===== src/rtl/contador_arbitro.sv =====
// Round-robin arbiter and run sequencer for one shared up/down counter serving two requesters.
// Optional abort-on-request-drop during a run is enabled by defining CONTADOR_ABORT_EN.
module contador_arbitro #(
    parameter int unsigned WIDTH = 3
) (
    input  logic             Clock,
    input  logic             Reset_n,
    input  logic [1:0]       Req,
    input  logic [1:0]       Dir,
    input  logic [WIDTH-1:0] Alvo0,
    input  logic [WIDTH-1:0] Alvo1,
    output logic [1:0]       Grant,
    output logic             Busy,
    output logic [WIDTH-1:0] Contagem,
    output logic [1:0]       Fim,
    output logic             f
);

    typedef enum logic [1:0] {
        IDLE = 2'd0,
        RUN  = 2'd1,
        DONE = 2'd2
    } state_e;

    state_e           state_q,  state_d;
    logic [1:0]       grant_q,  grant_d;
    logic [WIDTH-1:0] cnt_q,    cnt_d;
    logic [1:0]       fim_q,    fim_d;
    logic             ultimo_q, ultimo_d;
    logic             win_q,    win_d;
    logic             dir_q,    dir_d;
    logic [WIDTH-1:0] alvo_q,   alvo_d;

    logic             arb_win;
    logic [WIDTH-1:0] arb_alvo;
    logic [WIDTH-1:0] terminal;
    logic             at_term;
    logic             abort;

    // Tie goes to the requester that did not own the previous run.
    always_comb begin
        arb_win  = (Req == 2'b11) ? ~ultimo_q : Req[1];
        arb_alvo = arb_win ? Alvo1 : Alvo0;
        terminal = dir_q ? alvo_q : '0;
        at_term  = (cnt_q == terminal);
    end

`ifdef CONTADOR_ABORT_EN
    always_comb abort = ~Req[win_q];
`else
    always_comb abort = 1'b0;
`endif

    always_ff @(posedge Clock or negedge Reset_n) begin
        if (!Reset_n) begin
            state_q  <= IDLE;
            grant_q  <= 2'b00;
            cnt_q    <= '0;
            fim_q    <= 2'b00;
            ultimo_q <= 1'b1;
            win_q    <= 1'b0;
            dir_q    <= 1'b0;
            alvo_q   <= '0;
        end else begin
            state_q  <= state_d;
            grant_q  <= grant_d;
            cnt_q    <= cnt_d;
            fim_q    <= fim_d;
            ultimo_q <= ultimo_d;
            win_q    <= win_d;
            dir_q    <= dir_d;
            alvo_q   <= alvo_d;
        end
    end

    always_comb begin
        state_d  = state_q;
        grant_d  = grant_q;
        cnt_d    = cnt_q;
        fim_d    = fim_q;
        ultimo_d = ultimo_q;
        win_d    = win_q;
        dir_d    = dir_q;
        alvo_d   = alvo_q;

        case (state_q)
            IDLE: begin
                if (Req != 2'b00) begin
                    win_d   = arb_win;
                    grant_d = arb_win ? 2'b10 : 2'b01;
                    dir_d   = Dir[arb_win];
                    alvo_d  = arb_alvo;
                    cnt_d   = Dir[arb_win] ? '0 : arb_alvo;
                    state_d = RUN;
                end
            end
            RUN: begin
                // The step is skipped at the terminal value, so the counter never wraps.
                if (abort) begin
                    state_d = DONE;
                end else if (at_term) begin
                    state_d = DONE;
                    fim_d   = win_q ? 2'b10 : 2'b01;
                end else if (dir_q) begin
                    cnt_d = cnt_q + WIDTH'(1);
                end else begin
                    cnt_d = cnt_q - WIDTH'(1);
                end
            end
            DONE: begin
                fim_d    = 2'b00;
                grant_d  = 2'b00;
                ultimo_d = win_q;
                state_d  = IDLE;
            end
            default: begin
                fim_d   = 2'b00;
                grant_d = 2'b00;
                state_d = IDLE;
            end
        endcase
    end

    always_comb begin
        Grant    = grant_q;
        Contagem = cnt_q;
        Fim      = fim_q;
        Busy     = (state_q != IDLE);
        f        = (state_q == RUN) && at_term;
    end

endmodule


===== config.mk =====
export PLATFORM = sky130hd
export DESIGN_NAME = contador_arbitro
export DESIGN_NICKNAME = d
export VERILOG_FILES = /design/src/rtl/contador_arbitro.sv
export SDC_FILE = /design/constraint.sdc
export NUM_CORES = 1
export LEC_CHECK = 0
export BUFFER_PORTS_ARGS = -buffer_cell sky130_fd_sc_hd__buf_4
export CAP_MARGIN = 20
export CORE_UTILIZATION = 37
export CTS_CLUSTER_DIAMETER = 30
export DETAILED_ROUTE_END_ITERATION = 8
export PLACE_DENSITY = 0.56
export RECOVER_POWER = 100
export SETUP_SLACK_MARGIN = 0.1
export SLEW_MARGIN = 20
export SYNTH_ARGS = -nofsm -noshare
export SYNTH_HDL_FRONTEND = slang
export SYNTH_SLANG_ARGS = --single-unit
export TNS_END_PERCENT = 10

===== constraint.sdc =====
create_clock -name Clock -period 3.5 [get_ports Clock]
set_input_delay 0.35 -clock Clock [delete_from_list [all_inputs] [get_ports Clock]]
set_output_delay 0.35 -clock Clock [all_outputs]
set_load 0.02 [all_outputs]

==> results by group <==
Run status
  – Status: completed

Logic synthesis
  – Synth top area share: 34.5%
  – Cell taking the most area after synthesis: dfrtp_1
  – Synth Flop Type: dfrtp_1
  – Post-synthesis sequential area ratio: 37.1%
  – Synth cell types: 39
  – Ys async rst share: 100%
  – Most common cell in the netlist: dfrtp_1
  – Top cells by count, synth: 14 x dfrtp_1, 11 x nand2b_1, 10 x mux2i_1, 10 x o21ai_0, 7 x nand2_1
  – Number of synthesized flops with an enable pin: 0
  – Syn nets: 116
  – Synth Instances: 103
  – Synth Cell Area: 0.00101 sq mm
  – YS warnings: 0
  – Area contributors post-synth: dfrtp_1 35%, mux2i_1 9.9%, nand2b_1 6.8%
  – Post-synthesis register bit count: 15
  – Mapped Avg Cell Area: 9.85 sq um

Clock tree
  – CTS clk-pin slew, worst paths: 0.10 ns
  – CTS Buf Count: 3
  – H-tree lvl count: 1
  – CTS resizes: 0
  – Worst skew pair latency: 0.29 ns
  – CTS tree: done
  – Clk sinks: 15
  – # Post-CTS Setup Buffers: 0
  – Max Root-Sink Buffers: 2
  – Root buffer cell: clkbuf_4
  – CTS Hold Bufs: 1

Setup path
  – Top delay family on crit path: compound AO/OA/AOI/OAI gates
  – CP Class: flip-flop to flip-flop
  – Startpoint Class: flip-flop
  – Worst Path Buf+Inv: 0
  – Worst EP required: 3.68 ns
  – CP Capture Type: flip-flop
  – Max incr delay on CP: 1.08 ns
  – Biggest fanout along the worst timing path: 9
  – Crit-path cells: a21boi_0, mux2i_1, o21a_1, o32a_1
  – Slowest stage cell, crit path: a21boi_0
  – WP data arrival: 2.53 ns

Layout
  – Nets: 139
  – N_diodes: 0
  – Area growth syn-to-layout: 14.2%
  – Fillers: 262
  – Share of cells above drive strength 1: 17.6%

Pwr
  – Max IR drop VDD: 0.418 mV
  – Leak pwr: 0.509 nW
  – Total power: 1.08 mW
  – Pwr dens: 936 mW/mm^2

STA
  – Slew at the pin with the worst max-slew slack: 1.41 ns
  – Final worst slack: 1.14 ns
  – Final period util: 67.4%
  – Setup violations, final: 0
  – Worst rel slew slack: 5.24%
  – Setup_tns: 0 ns
  – Final hold slack: 0.365 ns
  – Final hold vios: 0
  – Unrepaired setup endpoints after global routing: false
  – Pins Over Slew Limit: 0
  – Final min period: 2.36 ns
  – FMAX: 424 MHz
  – Worst Skew: 0.00306 ns

Floorplanning
  – Initial Util: 39.9%
  – Core ar.: 0.00254 sq mm
  – I/O pins: 21
  – Die X: 54.4 microns
  – Die area: 0.00296 sq mm
  – Die height: 54.4 microns
  – Rows: 18

Placed design
  – Hpwl dp: 1600 microns
  – Placement Setup Slack: 1.68 ns
  – GP Congestion: 0.860
  – PortBufs: 20

Drt
  – Drt wl/cell: 13.7 microns
  – First drt pass iteration count: 4
  – Antenna-violating nets left: 0
  – DR DRC count: 0
  – DRT Wirelength: 2130 microns
  – Vias/cell: 5.21
  – DRT iter0 DRCs: 9
  – DR vias: 807

Global route
  – Total grt overflow: 0
  – Largest net degree at the start of global routing: 16
  – First-pass GRT wire length: 3460 microns
  – All-layer global routing usage: 16.8%
  – Vias in the first global route: 760
  – Antenna violations before repair: 0

Run
  – Total of max-cap violations: 0

Worst hold path
  – Hold/Removal Path Class: input pin to flip-flop
tightest hold or removal path: stages:
cell,delay (ns)
buf_4,0.08
mux2i_1,0.05
o21ai_0,0.13
sequential cells by signal, summed over array words and instances, names as in the netlist:
signal / cells
Contagem: 3
Fim: 2
Grant: 2
alvo_q: 3
dir_q: 1
state_q: 2
ultimo_q: 1
win_q: 1
cell usage in the layout (no fill, tap or decap), types with 2 or more instances in the layout:
master | netlist | routed
o21ai_0 | 10 | 10
nand2_1 | 7 | 7
nand2b_1 | 11 | 11
clkbuf_1 | 1 | 10
dfrtp_1 | 14 | 14
inv_1 | 5 | 5
xor2_1 | 2 | 2
nor2_1 | 4 | 4
mux2i_1 | 10 | 10
a21oi_1 | 4 | 5
a211oi_1 | 2 | 2
nor2b_1 | 3 | 3
buf_4 | 2 | 11
nand3b_1 | 2 | 2
clkbuf_4 | 0 | 3
logic make-up after synthesis:
group	Yosys count	synth area share, %
muxes	12	12.5
AOI/OAI and AO/OA	30	22.2
buffers and inverters	9	4.81
adders and majority gates	1	1.97
and+or+nand+nor	33	18.9
DFF	15	37.1
xor gates and xnor gates	3	2.59
routing by layer:
layer  track usage [%]  wire (microns)
met3              2.50              78
met1              23.0            1070
met4              8.55              17
met5                 0               0
met2              25.4             965
worst paths after layout:
kind,startpoint,endpoint,slack [ns],depth (start not counted)
worst max-delay path,ultimo_q$_DFFE_PN1N_,Contagem[0]$_DFFE_PN0P_,1.14,4
worst min-delay path,Alvo0[1],alvo_q[1]$_DFFE_PN0P_,0.37,3
worst max register to register,ultimo_q$_DFFE_PN1N_,Contagem[0]$_DFFE_PN0P_,1.14,4
worst min register to register,alvo_q[0]$_DFFE_PN0P_,alvo_q[0]$_DFFE_PN0P_,0.53,2
max in group asynchronous,Reset_n,alvo_q[2]$_DFFE_PN0P_,2.29,2
min in group asynchronous,Reset_n,win_q$_DFFE_PN0P_,0.68,2
metrics by stage:
step           instance area, sq um  std cells  utilization [%]
4_1_cts                        1220        155             47.8
6_report                       1160        155             45.5
3_5_place_dp                   1180        150             46.4
2_1_floorplan                  1010        103                -
3_3_place_gp                   1180        150             46.4
5_1_grt                        1160        155             45.5
layout make-up:
class / count / area (sq um) / share of cell area, %
repair buffers: 22 / 130 / 11.2
multi-input cells: 79 / 568 / 49.0
inverters: 5 / 18.8 / 1.62
well taps: 30 / 37.5 / 3.24
clock buffers: 3 / 22.5 / 1.94
flip-flops and latches: 15 / 377 / 32.5
clock inverters: 1 / 5.00 / 0.432
where the power goes:
part,switching [mW],internal [mW]
clock network,0.0600,0.0425
registers,0.118,0.261
logic,0.320,0.283
total,0.498,0.587
(Power assumes the default switching activity.)
